File: config.mk
export PLATFORM = sky130hd
export DESIGN_NAME = mux_sel_sched
export DESIGN_NICKNAME = d
export VERILOG_FILES = /design/src/rtl/mux_sel_pkg.sv /design/src/rtl/dwell_counter.sv /design/src/rtl/mux_sel_sched.sv
export SDC_FILE = /design/constraint.sdc
export NUM_CORES = 1
export LEC_CHECK = 0
export BUFFER_PORTS_ARGS = -buffer_cell sky130_fd_sc_hd__buf_2
export CELL_PAD_IN_SITES_DETAIL_PLACEMENT = 2
export CELL_PAD_IN_SITES_GLOBAL_PLACEMENT = 2
export CORE_ASPECT_RATIO = 1.4
export CORE_MARGIN = 2
export CORE_UTILIZATION = 33
export DETAILED_ROUTE_END_ITERATION = 6
export PLACE_DENSITY = 0.8
export SLEW_MARGIN = 20
export SYNTH_ARGS = -nofsm -noshare
export SYNTH_HDL_FRONTEND = slang
export SYNTH_SLANG_ARGS = --single-unit
File: constraint.sdc
create_clock -name clk -period 2.8 [get_ports clk]
set_input_delay 0 -clock clk [delete_from_list [all_inputs] [get_ports clk]]
set_output_delay 0 -clock clk [all_outputs]
set_load 0.02 [all_outputs]
File: src/rtl/mux_sel_pkg.sv
// Shared definitions for the mux select sequencer and the mux stage it drives.
//   state_e      : sequencer FSM states (3-bit encoding)
//   GuardDefault : default guard-interval length in cycles
//   SEL_A/SEL_B  : select encoding seen by the 2:1 mux
package mux_sel_pkg;

  typedef enum logic [2:0] {
    StIdle    = 3'd0,
    StDwellA  = 3'd1,
    StGuardAb = 3'd2,
    StDwellB  = 3'd3,
    StGuardBa = 3'd4
  } state_e;

  localparam int unsigned GuardDefault = 2;

  localparam logic SEL_A = 1'b0;
  localparam logic SEL_B = 1'b1;

endpackage

File: src/rtl/dwell_counter.sv
// Loadable down-counter with clear, used to time both the dwell and guard intervals.
//   clk, rst_n : clock, asynchronous active-low reset
//   clr_i      : force count to zero (highest priority)
//   load_i     : load load_val_i (number of remaining cycles minus one)
//   load_val_i : value to load, PERIOD_W+1 bits so a maximal dwell cannot wrap
//   tc_o       : terminal count, high while the count is zero
module dwell_counter #(
  parameter int unsigned PERIOD_W = 8
) (
  input  logic              clk,
  input  logic              rst_n,
  input  logic              clr_i,
  input  logic              load_i,
  input  logic [PERIOD_W:0] load_val_i,
  output logic              tc_o
);

  logic [PERIOD_W:0] count_d, count_q;

  always_comb begin
    count_d = count_q;
    if (clr_i) begin
      count_d = '0;
    end else if (load_i) begin
      count_d = load_val_i;
    end else if (count_q != '0) begin
      count_d = count_q - {{PERIOD_W{1'b0}}, 1'b1};
    end
  end

  always_ff @(posedge clk or negedge rst_n) begin
    if (!rst_n) begin
      count_q <= '0;
    end else begin
      count_q <= count_d;
    end
  end

  assign tc_o = (count_q == '0);

endmodule

File: src/rtl/mux_sel_sched.sv
// Sequencer for the 2:1 mux stage: alternates select between A and B with a programmable
// dwell, freezes the operand registers during a guard interval around each changeover and
// pulses beat on the first cycle of every dwell entered from a guard.
//   clk, rst_n   : clock, asynchronous active-low reset
//   en_i         : run enable; low returns to idle on the next edge (no guard)
//   period_i     : dwell length, sampled on entry to each dwell (0 acts as 1)
//   a_i, b_i     : source operands
//   a_o, b_o     : registered operands to the mux A/B inputs
//   sel_o        : mux select (SEL_A / SEL_B)
//   switching_o  : high while in either guard state
//   beat_o       : one-cycle changeover pulse
module mux_sel_sched
  import mux_sel_pkg::*;
#(
  parameter int unsigned WIDTH    = 4,
  parameter int unsigned PERIOD_W = 8,
  parameter int unsigned GUARD    = GuardDefault
) (
  input  logic                clk,
  input  logic                rst_n,
  input  logic                en_i,
  input  logic [PERIOD_W-1:0] period_i,
  input  logic [WIDTH-1:0]    a_i,
  input  logic [WIDTH-1:0]    b_i,
  output logic [WIDTH-1:0]    a_o,
  output logic [WIDTH-1:0]    b_o,
  output logic                sel_o,
  output logic                switching_o,
  output logic                beat_o
);

  localparam int unsigned CntW = PERIOD_W + 1;
  localparam logic [CntW-1:0] GuardM1 = CntW'(GUARD - 1);

  state_e state_q;
  logic [WIDTH-1:0] a_q, b_q;
  logic sel_q, switching_q, beat_q;

  logic            cnt_clr, cnt_load, cnt_tc;
  logic [CntW-1:0] cnt_val, eff_m1;
  logic            in_guard;

  // Counter is loaded with (cycles - 1); a zero period behaves as a one-cycle dwell.
  assign eff_m1 = (period_i == '0) ? '0
                : ({1'b0, period_i} - {{PERIOD_W{1'b0}}, 1'b1});

  assign in_guard = (state_q == StGuardAb) || (state_q == StGuardBa);

  always_comb begin
    cnt_clr  = 1'b0;
    cnt_load = 1'b0;
    cnt_val  = '0;
    if (!en_i) begin
      cnt_clr = 1'b1;
    end else begin
      unique case (state_q)
        StIdle: begin
          cnt_load = 1'b1;
          cnt_val  = eff_m1;
        end
        StDwellA, StDwellB: begin
          if (cnt_tc) begin
            cnt_load = 1'b1;
            cnt_val  = GuardM1;
          end
        end
        StGuardAb, StGuardBa: begin
          if (cnt_tc) begin
            cnt_load = 1'b1;
            cnt_val  = eff_m1;
          end
        end
        default: cnt_clr = 1'b1;
      endcase
    end
  end

  dwell_counter #(
    .PERIOD_W(PERIOD_W)
  ) u_dwell_counter (
    .clk       (clk),
    .rst_n     (rst_n),
    .clr_i     (cnt_clr),
    .load_i    (cnt_load),
    .load_val_i(cnt_val),
    .tc_o      (cnt_tc)
  );

  always_ff @(posedge clk or negedge rst_n) begin
    if (!rst_n) begin
      state_q     <= StIdle;
      sel_q       <= SEL_A;
      switching_q <= 1'b0;
      beat_q      <= 1'b0;
    end else if (!en_i) begin
      state_q     <= StIdle;
      sel_q       <= SEL_A;
      switching_q <= 1'b0;
      beat_q      <= 1'b0;
    end else begin
      beat_q <= 1'b0;
      unique case (state_q)
        StIdle: begin
          state_q     <= StDwellA;
          sel_q       <= SEL_A;
          switching_q <= 1'b0;
        end
        StDwellA: begin
          if (cnt_tc) begin
            state_q     <= StGuardAb;
            switching_q <= 1'b1;
          end
        end
        StGuardAb: begin
          if (cnt_tc) begin
            state_q     <= StDwellB;
            sel_q       <= SEL_B;
            switching_q <= 1'b0;
            beat_q      <= 1'b1;
          end
        end
        StDwellB: begin
          if (cnt_tc) begin
            state_q     <= StGuardBa;
            switching_q <= 1'b1;
          end
        end
        StGuardBa: begin
          if (cnt_tc) begin
            state_q     <= StDwellA;
            sel_q       <= SEL_A;
            switching_q <= 1'b0;
            beat_q      <= 1'b1;
          end
        end
        default: begin
          state_q     <= StIdle;
          sel_q       <= SEL_A;
          switching_q <= 1'b0;
        end
      endcase
    end
  end

  // Operands follow the sources except while a guard is in progress, so the mux output
  // cannot move during a changeover.
  always_ff @(posedge clk or negedge rst_n) begin
    if (!rst_n) begin
      a_q <= '0;
      b_q <= '0;
    end else if (!in_guard) begin
      a_q <= a_i;
      b_q <= b_i;
    end
  end

  assign a_o         = a_q;
  assign b_o         = b_q;
  assign sel_o       = sel_q;
  assign switching_o = switching_q;
  assign beat_o      = beat_q;

endmodule

Yosys cells after proc, flatten, opt, wreduce, memory -nomap -nowiden. Index checks and enable logic that the tools add are counted.

Flip-flop bits (word level): 23.

Multiplexer cells: 27. Reduce and logical (&&, ||, !) cells: 13. Add/subtract/negate cells: 2. Equal/unequal tests: 11.

Operators by type and width (count): $mux W9 (6); $pmux W9 S3 (1); $mux W3 (5); $pmux W3 S5 (1); $ne A3 B3 Y1 const B (4); $mux W1 (11); $logic_not A9 Y1 (1); $reduce_bool A9 Y1 (1); $sub A8 B1 Y9 const B (1); $sub A9 B1 Y9 const B (1); $logic_not A8 Y1 (1); $eq A3 B2 Y1 const B (2); $ne A3 B2 Y1 const B (2); $reduce_or A5 Y1 (1); $pmux W1 S2 (2); $reduce_and A4 Y1 (1); $reduce_or A2 Y1 (2); $reduce_or A4 Y1 (1); $eq A3 B1 Y1 const B (1); $eq A3 B3 Y1 const B (1); $logic_not A3 Y1 (1); $pmux W1 S3 (1); $reduce_and A3 Y1 (1); $reduce_bool A3 Y1 (1); 3 further kinds (3).

Depth between registers and ports, before layout. Gate-level depths: netlist of run 1.

Depth after elaboration: 7. Mapped depth: 6.

Hierarchy. From an unflattened synthesis of run 1, not the netlist that was laid out.

Cells, all modules: 147. Area, all modules: 1411.4 µm².

By module, submodules not included: mux_sel_sched (area an instance 870.8 µm², times used 1, seq. area each 350.3 µm², cells each 91); dwell_counter (area an instance 540.5 µm², times used 1, seq. area each 225.2 µm², cells each 56).

Worst setup path after synthesis of run 1. Ideal clock, no wire load.

Path kind: reg-to-reg. Start: reg u_dwell_counter.count_q[0]. End: reg u_dwell_counter.count_q[0]. Library setup time: 138 ps. Period minus slack after synthesis: 2080 ps. Setup slack: 720 ps. Data required time: 2662 ps. Cell stages (with the launch flop): 7. Buffers on the path: 0. Data arrival time: 1942 ps. Cell sequence: dfrtp_1 > inv_1 > ha_1 > or4b_4 > or3_4 > a2111oi_4 > a221oi_2.

Longest elaborated chain between the ends: 6. Elaborated cells between the ends (all ways): 14.

RTL lines: start: declaration (RTL line dwell_counter.sv:18) `logic [PERIOD_W:0] count_d, count_q;`; start signal: assignment (RTL line dwell_counter.sv:35) `count_q <= count_d;`; branches (longest 6 deep; another with $sub A9 B1 Y9).

Parallel ways; which one is timed is not known. The select of a mux whose other input is x is not followed. A chain may end at the register's enable or synchronous reset.

Final worst setup path of run 1. Same ends and word-level chain as after synthesis.

==> results.ini, run 1 <==
[finish]
final_nets = 201
area_growth_pct = 24.3
fillers = 435
drive_above_1_share_pct = 28.7
seq_area_um2 = 576
final_cell_mix = buf_2, dfrtp_1, nor2_1
multiInputGateArea_um2 = 767
mostFrequentLayoutCell = buf_2
n_antenna_cell = 0

[grt]
grt_max_degree = 24
grt_usage_pct = 19.0
grt_pass1_wl_mm = 6.72
overflow = 0
antenna_found_initial = 0
grt_pass1_vias = 1377

[synth]
synthTopCellsByArea = dfrtp_1, mux2_2, xor2_1
ys_seq_area_share_pct = 41.5
synth_edf_count = 0
syn_nets = 159
synth-main-ff-cell = dfrtp_1
yosys_warnings = 0
synth_area_um2 = 1390
synth.top_cell.area_share_pct = 41.5
synth_seq_cells = 23
synth.largest_area_cell = dfrtp_1
postSynth.asyncResetShare_pct = 100
syn_inst = 137
synth.avg_cell_area_um2 = 10.1
ys_types = 43

[sta]
slew_violations = 0
post-route-min-period_ns = 2.24
finalSetupViolations = 0
tns_ns = 0
hold_viol_final = 0
worst_pin_slew_ns = 0.653
fin_crit_sh_pct = 79.9
clock.fmax_ghz = 0.447
rsz0062_at_grt = false
final.setup_skew_ns = 0.00724
max-slew-margin-rel_pct = 56.3

[min_path]
min_from = en_i
hold_depth = 3
min_path_type = in2reg
worstHoldEndpoint = state_q[0]

[routing]
wl_per_cell_um = 18.0
drt_pass1_iterations = 6
drcViolationCount = 4
via_per_inst = 5.51
wl_mm = 3.98
dr.first_iter.drc_count = 23
vias = 1217
drtAntennaViolNets = 0

[clock_network]
htreeDepth = 1
cts_num_sinks = 23
clockBufferDepth = 2
cts_buffers = 3
clk_pin_slew_ns = 0.08
cts_tree = built
clock-root-buffer = clkbuf_8
clk_latency_ns = 0.27

[placement]
gp_congestion = 0.876
portBuffers = 29
dpl.hpwl_mm = 3.09

[floorplan]
core.rowCount = 27
start_util_pct = 34.8
die_w_um = 58.8
die_height_um = 80.7
core_um2 = 3990
ioPinCount = 30
die_area_um2 = 4750

[outcome]
violations = DRC
status = finished, violations left

[job]
drv_cap = 0

[pwr]
leakage_uw = 0.000746
p_total_uw = 1540
powerDensity_nw_per_um2 = 895
vdd_drop_max_mv = 0.290

[critical_path]
rr_worst_depth = 6
worstReg2RegEnd = u_dwell_counter.count_q[0]
crit_type = reg2reg
r2r-start = u_dwell_counter.count_q[0]
cp-start-kind = register
path_max_fanout = 5
cp_data_arrival_time_ns = 2.38
crit_required_ns = 2.94
reg2reg_setup_slack_ns = 0.56
cp-end-kind = register

-- report_power, final --
group | switching (uW) | internal (uW)
clock | 110 | 102
combinational | 453 | 340
sequential | 123 | 417
total | 685 | 859
-- through the flow --
| stage | util, % | hold slack [ns] | instances | setup slack [ns] | instance area [um2] |
|---|---|---|---|---|---|
| detailed placement | 39.9 | 0.00539 | 208 | 0.550 | 1590 |
| global route | 43.3 | 0.0399 | 221 | 0.343 | 1730 |
| global placement | 39.9 | -0.000863 | 208 | 0.635 | 1590 |
| finish | 43.3 | 0.0317 | 221 | 0.562 | 1730 |
| floorplan | - | -0.296 | 137 | 0.720 | 1390 |
| CTS | 43.3 | 0.0336 | 221 | 0.540 | 1730 |
-- routing by layer --
metal / vias to the layer above / share of wire, % / track usage, %
met1: 595 / 38 / 19.9
met2: 30 / 56 / 37.6
met4: 0 / 1.3 / 5.45
met3: 5 / 3.9 / 2.74
li1: 587 / - / -
met5: - / 0 / 0
-- cell usage after synthesis (2+ instances only) --
cell,instances
a21oi_1,5
nor2_1,13
xnor2_1,5
xor2_1,6
inv_1,7
o21ai_0,4
nor4_1,2
o211ai_1,2
o31ai_1,5
nor3_1,4
nand3_1,7
mux2i_1,2
nand2_1,7
nand3b_1,2
nor4b_1,2
buf_2,3
ha_1,3
nor3b_1,2
dfrtp_1,23
o32ai_1,3
mux2_2,8
-- critical path: stages, from the launching register on --
cell and delay, ns:
dfrtp_1 0.45, inv_1 0.11, ha_1 0.20, or4b_4 0.52, or3_4 0.38, a2111oi_4 0.36
a221oi_2 0.09
-- state kept, by name, summed over array words and instances (netlist names) --
name                     flops
a_o                          4
b_o                          4
beat_o                       1
sel_o                        1
state_q                      3
switching_o                  1
u_dwell_counter.count_q      9
-- how the worst max path moves through the flow --
stage / endpoint / slack [ns] / start
detailed placement: u_dwell_counter.count_q[0] / 0.55 / u_dwell_counter.count_q[0]
global placement: u_dwell_counter.count_q[0] / 0.63 / u_dwell_counter.count_q[0]
finish: u_dwell_counter.count_q[0] / 0.56 / u_dwell_counter.count_q[0]
global route: u_dwell_counter.count_q[2] / 0.34 / u_dwell_counter.count_q[0]
CTS: u_dwell_counter.count_q[0] / 0.54 / u_dwell_counter.count_q[0]
floorplan: u_dwell_counter.count_q[0] / 0.72 / u_dwell_counter.count_q[0]
-- layout make-up --
type / instances / area share [%]
flip-flops and latches: 23 / 33.4
well taps: 43 / 3.12
repair buffers: 41 / 14.9
multi-input cells: 103 / 44.5
inverters: 7 / 1.52
clock buffers: 4 / 2.61
-- cell families after synthesis --
| kind of cell | synth area share [%] |
|---|---|
| simple gates | 20.7 |
| compound gates | 17.0 |
| xor+xnor | 6.94 |
| buf+inv | 3.25 |
| mux | 7.94 |
| flops | 41.5 |
| fa+ha+maj | 2.71 |
-- repair_timing --
item                                   CTS  global route
buffers inserted                         0             0
resized for setup                        0             0
endpoints found under the hold margin   31             0
hold buffers                             9             0
No activity file was read; power rests on OpenSTA's default activity.
==> run 2: changes to the inputs <==
--- a/config.mk
+++ b/config.mk
@@ -5,14 +5,15 @@
 export SDC_FILE = /design/constraint.sdc
 export NUM_CORES = 1
 export LEC_CHECK = 0
+export ABC_AREA = 1
 export BUFFER_PORTS_ARGS = -buffer_cell sky130_fd_sc_hd__buf_2
 export CELL_PAD_IN_SITES_DETAIL_PLACEMENT = 2
 export CELL_PAD_IN_SITES_GLOBAL_PLACEMENT = 2
 export CORE_ASPECT_RATIO = 1.4
 export CORE_MARGIN = 2
-export CORE_UTILIZATION = 33
+export CORE_UTILIZATION = 28
 export DETAILED_ROUTE_END_ITERATION = 6
-export PLACE_DENSITY = 0.8
+export PLACE_DENSITY = 0.77
 export SLEW_MARGIN = 20
 export SYNTH_ARGS = -nofsm -noshare
 export SYNTH_HDL_FRONTEND = slang
==> constraint.sdc (replaced) <==
create_clock -name clk -period 1.98 [get_ports clk]
set_input_delay 0 -clock clk [delete_from_list [all_inputs] [get_ports clk]]
set_output_delay 0 -clock clk [all_outputs]
set_load 0.02 [all_outputs]
==> run 2 against run 1 <==
Against the previous run:
- cell area grew 4.1%
- sequential power is 39% higher
- hold slack worse by 0.013 ns
- area after synthesis rose by 3.2%
- final cell count increased by 30%
- critical path depth is 5 higher
- sequential share of layout area down 1.3 points
- fmax is 31% higher
- clock skew fell by 0.0048 ns
- largest cell class unchanged
- the run now ends clean
- count of clock-buffer cells in the layout fell by 1
==> results.ini, run 2 <==
[outcome]
status = complete, no violations

[finish]
multiInputGateArea_um2 = 800  ; +4.2%
final_core_util_pct = 36.8  ; -6.5 points
top_register = u_dwell_counter.count_q
final_nets = 246  ; +22%
final_cell_mix = nand2_1, nor2_1, buf_2
mostFrequentLayoutCell = nand2_1
area_growth_pct = 25.5
drive_above_1_share_pct = 26.0  ; -2.6 points
fillers = 590  ; +36%
n_antenna_cell = 0  ; unchanged
seq_area_um2 = 576  ; unchanged
largest_reg_flops = 9  ; unchanged

[sta]
fin_crit_sh_pct = 86.5  ; +6.6 points
finalSetupViolations = 0  ; unchanged
rsz0062_at_grt = false
hold_viol_final = 0  ; unchanged
slew_violations = 0  ; unchanged
max-slew-margin-rel_pct = 64.2  ; +7.8 points
worst_pin_slew_ns = 0.537  ; -0.115 ns
tns_ns = 0  ; unchanged
post-route-min-period_ns = 1.71  ; -0.525 ns
final.setup_skew_ns = 0.00239  ; -0.00484 ns
clock.fmax_ghz = 0.584  ; +31%

[routing]
drtAntennaViolNets = 0  ; unchanged
via_per_inst = 4.64  ; -16%
vias = 1333  ; +9.5%
drcViolationCount = 0  ; -4
dr.first_iter.drc_count = 19  ; -17%
drt_pass1_iterations = 2  ; -4
wl_per_cell_um = 13.5  ; -25%
wl_mm = 3.88  ; -2.5%

[grt]
overflow = 0  ; unchanged
grt_max_degree = 24  ; unchanged
grt_pass1_vias = 1422  ; +3.3%
grt_pass1_wl_mm = 6.65  ; -1.0%
antenna_found_initial = 0  ; unchanged
grt_usage_pct = 15.2  ; -3.8 points

[synth]
ys_types = 21  ; -51%
synth.largest_area_cell = dfrtp_1
synth_area_um2 = 1430  ; +3.2%
postSynth.asyncResetShare_pct = 100  ; unchanged
ys_seq_area_share_pct = 40.2  ; -1.3 points
synthTopCellsByArea = dfrtp_1, nand2_1, nor2_1
yosys-top-cells-count = nand2_1, nor2_1, dfrtp_1, inv_1, nand3_1
syn_nets = 203  ; +28%
synth_seq_cells = 23  ; unchanged
synth.avg_cell_area_um2 = 7.91  ; -22%
syn_inst = 181  ; +32%
synth.most_common_cell = nand2_1
synth_edf_count = 0  ; unchanged
synth.top_cell.area_share_pct = 40.2  ; -1.3 points
synth-main-ff-cell = dfrtp_1
yosys_warnings = 0  ; unchanged

[pwr]
vdd_drop_max_mv = 0.358  ; +24%
leakage_uw = 0.000939  ; +26%
powerDensity_nw_per_um2 = 1420  ; +59%

[critical_path]
cp-start-kind = register
crit_required_ns = 2.14  ; -0.80 ns
crit_type = reg2reg
path_max_fanout = 8  ; +3
cp_data_arrival_time_ns = 1.87  ; -0.51 ns
cp-end-kind = register

[clock_network]
clock-root-buffer = clkbuf_8
clockBufferDepth = 2  ; unchanged
clk_latency_ns = 0.27  ; about the same
htreeDepth = 1  ; unchanged
post_cts_buffers = 0  ; unchanged
cts_num_sinks = 23  ; unchanged
cts_buffers = 3  ; unchanged
cts_tree = built
clk_pin_slew_ns = 0.08  ; about the same

[placement]
gp_congestion = 0.712  ; -19%
dpl.hpwl_mm = 3.14  ; +1.5%
portBuffers = 29  ; unchanged

[floorplan]
die_height_um = 88.6  ; +9.8%
die_area_um2 = 5710  ; +20%
ioPinCount = 30  ; unchanged
core_um2 = 4880  ; +22%
core.rowCount = 30  ; +11%
die_w_um = 64.4  ; +9.6%
start_util_pct = 29.3  ; -5.5 points

[min_path]
min_path_type = in2reg

[job]
drv_cap = 0  ; unchanged

-- run 2: cell count changes after synthesis, moves of 3 or more --
cell and change:
nand2_1 +36, nor2_1 +27, inv_1 +8, nand2_4 +6, o31ai_1 -5, nand2_2 +4, nand3_1 +4, buf_2 -3
nor3_1 -3
-- run 2: where the power goes --
group	switching (uW)	leakage, uW	total [uW]	internal (uW)
clock	156	0.0000255	297	141
combinational	953	0.000622	1500	550
sequential	129	0.000292	751	622
-- run 2: metal layers --
layer  wire, um  track usage [%]  vias up
li1           -                -      661
met1       1520             16.1      635
met2       2210             31.2       33
met3        104            0.891        4
met4         50             5.22        0
met5          0                0        -
-- run 2: final cells by class --
cell class                      count  share of cell area [%]
Timing Repair Buffer               38                    13.1
Clock buffer                        3                    2.30
Sequential cell                    23                    32.0
Tap cell                           64                    4.46
Multi-Input combinational cell    142                    44.5
Clock inverter                      1                   0.279
Inverter                           16                    3.34
-- run 2: through the flow --
stage	std cells	worst slack (ns)	total power [uW]	hold slack (ns)	area [um2]
2_1_floorplan	181	0.487	1870	-0.296	1430
3_3_place_gp	274	0.336	2210	0.0195	1660
3_5_place_dp	274	0.251	2260	0.0223	1660
4_1_cts	287	0.124	2600	0.0176	1790
5_1_grt	287	0.0790	2820	0.0223	1800
6_report	287	0.267	2550	0.0190	1800
-- run 2: repair_timing --
| action | 4_1_cts | 5_1_grt |
|---|---|---|
| setup endpoints to repair | 0 | 2 |
| gates resized for setup | 0 | 1 |
| hold buffers | 9 | 0 |
| endpoints found under the hold margin | 31 | 0 |
-- run 2: path summary, 6_finish.rpt --
path	cells after the start	slack, ns	startpoint	to
setup / recovery	11	0.27	u_dwell_counter.count_q[0]	u_dwell_counter.count_q[7]
hold / removal	4	0.02	period_i[0]	u_dwell_counter.count_q[0]
min in group asynchronous	2	0.25	rst_n	u_dwell_counter.count_q[4]
hold reg to reg	1	0.51	b_o[1]	b_o[1]
max in group asynchronous	2	1.38	rst_n	state_q[2]
setup reg to reg	11	0.27	u_dwell_counter.count_q[0]	u_dwell_counter.count_q[7]
-- run 2: logic make-up after synthesis --
group	Yosys count	synth area share [%]
and+or+nand+nor	113	37.8
DFF	23	40.2
buffers and inverters	16	4.20
AOI/OAI and AO/OA	9	3.41
xor gates and xnor gates	9	5.51
muxes	8	6.29
adders and majority gates	3	2.62
-- run 2: critical path, cell delays in order, from the launching register on --
cell     delay, ns
dfrtp_1       0.38
inv_1         0.12
ha_1          0.17
inv_1         0.04
nor2_1        0.10
nand2_2       0.10
nor2_8        0.17
nand2_4       0.09
a21oi_2       0.23
nand2_1       0.09
nand2_1       0.07
nor2_1        0.04
==> run 3: changes to the inputs <==
--- a/config.mk
+++ b/config.mk
@@ -5,13 +5,12 @@
 export SDC_FILE = /design/constraint.sdc
 export NUM_CORES = 1
 export LEC_CHECK = 0
-export ABC_AREA = 1
 export BUFFER_PORTS_ARGS = -buffer_cell sky130_fd_sc_hd__buf_2
 export CELL_PAD_IN_SITES_DETAIL_PLACEMENT = 2
 export CELL_PAD_IN_SITES_GLOBAL_PLACEMENT = 2
 export CORE_ASPECT_RATIO = 1.4
 export CORE_MARGIN = 2
-export CORE_UTILIZATION = 28
+export CORE_UTILIZATION = 30
 export DETAILED_ROUTE_END_ITERATION = 6
 export PLACE_DENSITY = 0.77
 export SLEW_MARGIN = 20
==> run 3 against run 2 <==
Against the previous run:
- the flow now finishes with violations (setup timing)
- die area is 9.0% lower
- combinational power rose by 33%
- sequential cell count is the same
- first-iteration DRC count is the same
- sequential share of layout area shrank 4.6 points
- wire length up 51%
- via count is 5.9% higher
- hold slack gained 0.027 ns
- setup slack lost 0.50 ns
- non-clock buffer count is 29 higher
==> results.ini, run 3 (synthesis gave the netlist of run 1 again) <==
[grt]
grt_pass1_vias = 1574  ; +11%
antenna_found_initial = 0  ; unchanged
grt_pass1_wl_mm = 8.18  ; +23%
grt_usage_pct = 21.8  ; +6.6 points
gr-usage-met3_pct = 2.77  ; +1.9 points
global_route.usage.met1_pct = 22.1  ; +6.0 points
grt_use_met2_pct = 41.2  ; +10 points
grt.busiest_layer = met2
overflow = 0  ; unchanged
grt_max_degree = 24  ; unchanged

[clock_network]
cts_tree = built
clk_latency_ns = 0.28  ; about the same
cts_num_sinks = 23  ; unchanged
clock-root-buffer = clkbuf_8
clk_pin_slew_ns = 0.09  ; about the same
clockBufferDepth = 2  ; unchanged
htreeDepth = 1  ; unchanged
cts_buffers = 3  ; unchanged

[routing]
wl_per_cell_um = 22.0  ; +63%
drt_pass1_iterations = 4  ; +2
via_per_inst = 5.31  ; +14%
vias = 1412  ; +5.9%
wl_mm = 5.85  ; +51%
drtAntennaViolNets = 0  ; unchanged
dr.first_iter.drc_count = 19  ; unchanged
drcViolationCount = 0  ; unchanged

[outcome]
status = finished, violations left
violations = setup timing

[placement]
portBuffers = 29  ; unchanged
gp_congestion = 0.884  ; +24%
dpl.hpwl_mm = 3.56  ; +13%
dp_slack_ns = -0.147  ; -0.399 ns

[floorplan]
ioPinCount = 30  ; unchanged
die_height_um = 84.5  ; -4.7%
core_um2 = 4500  ; -7.8%
die_area_um2 = 5190  ; -9.0%
core.rowCount = 29  ; -3.3%
die_w_um = 61.5  ; -4.6%
start_util_pct = 30.8  ; +1.5 points

[finish]
area_growth_pct = 51.0
final_nets = 227  ; -7.7%
final_core_util_pct = 46.6  ; +9.8 points
mostFrequentLayoutCell = buf_2
top_register = u_dwell_counter.count_q
drive_above_1_share_pct = 47.5  ; +22 points
n_antenna_cell = 0  ; unchanged
largest_reg_flops = 9  ; unchanged
final_cell_mix = buf_2, buf_4, dfrtp_1
fillers = 499  ; -15%

[critical_path]
cp-start-kind = register
crit_type = reg2reg
cp-end-kind = register
path_max_fanout = 4  ; -4
crit_required_ns = 2.17  ; +0.03 ns
cp_data_arrival_time_ns = 2.40  ; +0.53 ns

[sta]
fin_crit_sh_pct = 112  ; +25 points
clock.fmax_ghz = 0.452  ; -23%
rsz0062_at_grt = true
finalSetupViolations = 9  ; +9
post-route-min-period_ns = 2.21  ; +0.500 ns
hold_viol_final = 0  ; unchanged
slew_violations = 0  ; unchanged
max-slew-margin-rel_pct = 63.9  ; -0.23 points
tns_ns = -1.09  ; -1.09 ns
final.setup.worst_slack_ns = -0.233  ; -0.500 ns
worst_pin_slew_ns = 0.541  ; +0.00351 ns
whs_ns = 0.0459  ; +0.0269 ns
final.setup_skew_ns = 0.00276  ; +0.000367 ns

[pwr]
powerDensity_nw_per_um2 = 1440  ; +1.6%
vdd_drop_max_mv = 0.446  ; +24%
leakage_uw = 0.000911  ; -3.0%

[min_path]
min_path_type = in2reg

[job]
drv_cap = 0  ; unchanged

-- run 3: final cells by class --
cell class | instances | area [um2] | area share, %
well taps | 62 | 77.6 | 3.70
clock buffers | 4 | 45.0 | 2.15
multi-input cells | 103 | 915 | 43.6
inverters | 7 | 26.3 | 1.25
flip-flops and latches | 23 | 576 | 27.5
repair buffers | 67 | 457 | 21.8
-- run 3: worst max-delay path, stage by stage, from the launching register on --
cell and delay (ns):
dfrtp_1 0.42, inv_2 0.10, ha_4 0.14, or4b_4 0.50, nor4_4 0.27, buf_4 0.21, buf_6 0.11, o211ai_1 0.12
a221oi_2 0.25
-- run 3: per-layer routing --
layer | vias up | wire length (um)
met5 | - | 0
met4 | 0 | 154
met3 | 9 | 226
met2 | 47 | 3430
met1 | 715 | 2040
li1 | 641 | -
-- run 3: worst paths after layout --
path | slack, ns | depth (start not counted) | startpoint | endpoint
setup / recovery | -0.23 | 8 | u_dwell_counter.count_q[1] | u_dwell_counter.count_q[0]
hold / removal | 0.05 | 3 | en_i | u_dwell_counter.count_q[0]
setup reg to reg | -0.23 | 8 | u_dwell_counter.count_q[1] | u_dwell_counter.count_q[0]
hold reg to reg | 0.51 | 1 | b_o[2] | b_o[2]
max in group asynchronous | 1.35 | 2 | rst_n | u_dwell_counter.count_q[5]
min in group asynchronous | 0.28 | 2 | rst_n | a_o[2]
-- run 3: per-stage QoR --
| step | std cells | total power (uW) | instance area (um2) |
|---|---|---|---|
| finish | 266 | 3020 | 2100 |
| global route | 266 | 3180 | 2100 |
| CTS | 262 | 2670 | 1960 |
| detailed placement | 244 | 2190 | 1740 |
| global placement | 244 | 2070 | 1740 |
| floorplan | 137 | 1530 | 1390 |
-- run 3: what timing repair did --
action	CTS	global route
endpoints found under the hold margin	31	0
setup endpoints to repair	12	13
hold buffers	9	0
gates cloned	0	0
pin swaps	3	15
setup buffers	5	4
resized for setup	10	17
-- run 3: power by group --
group / switching [uW] / internal (uW)
clock network: 167 / 145
logic: 1100 / 901
registers: 123 / 591
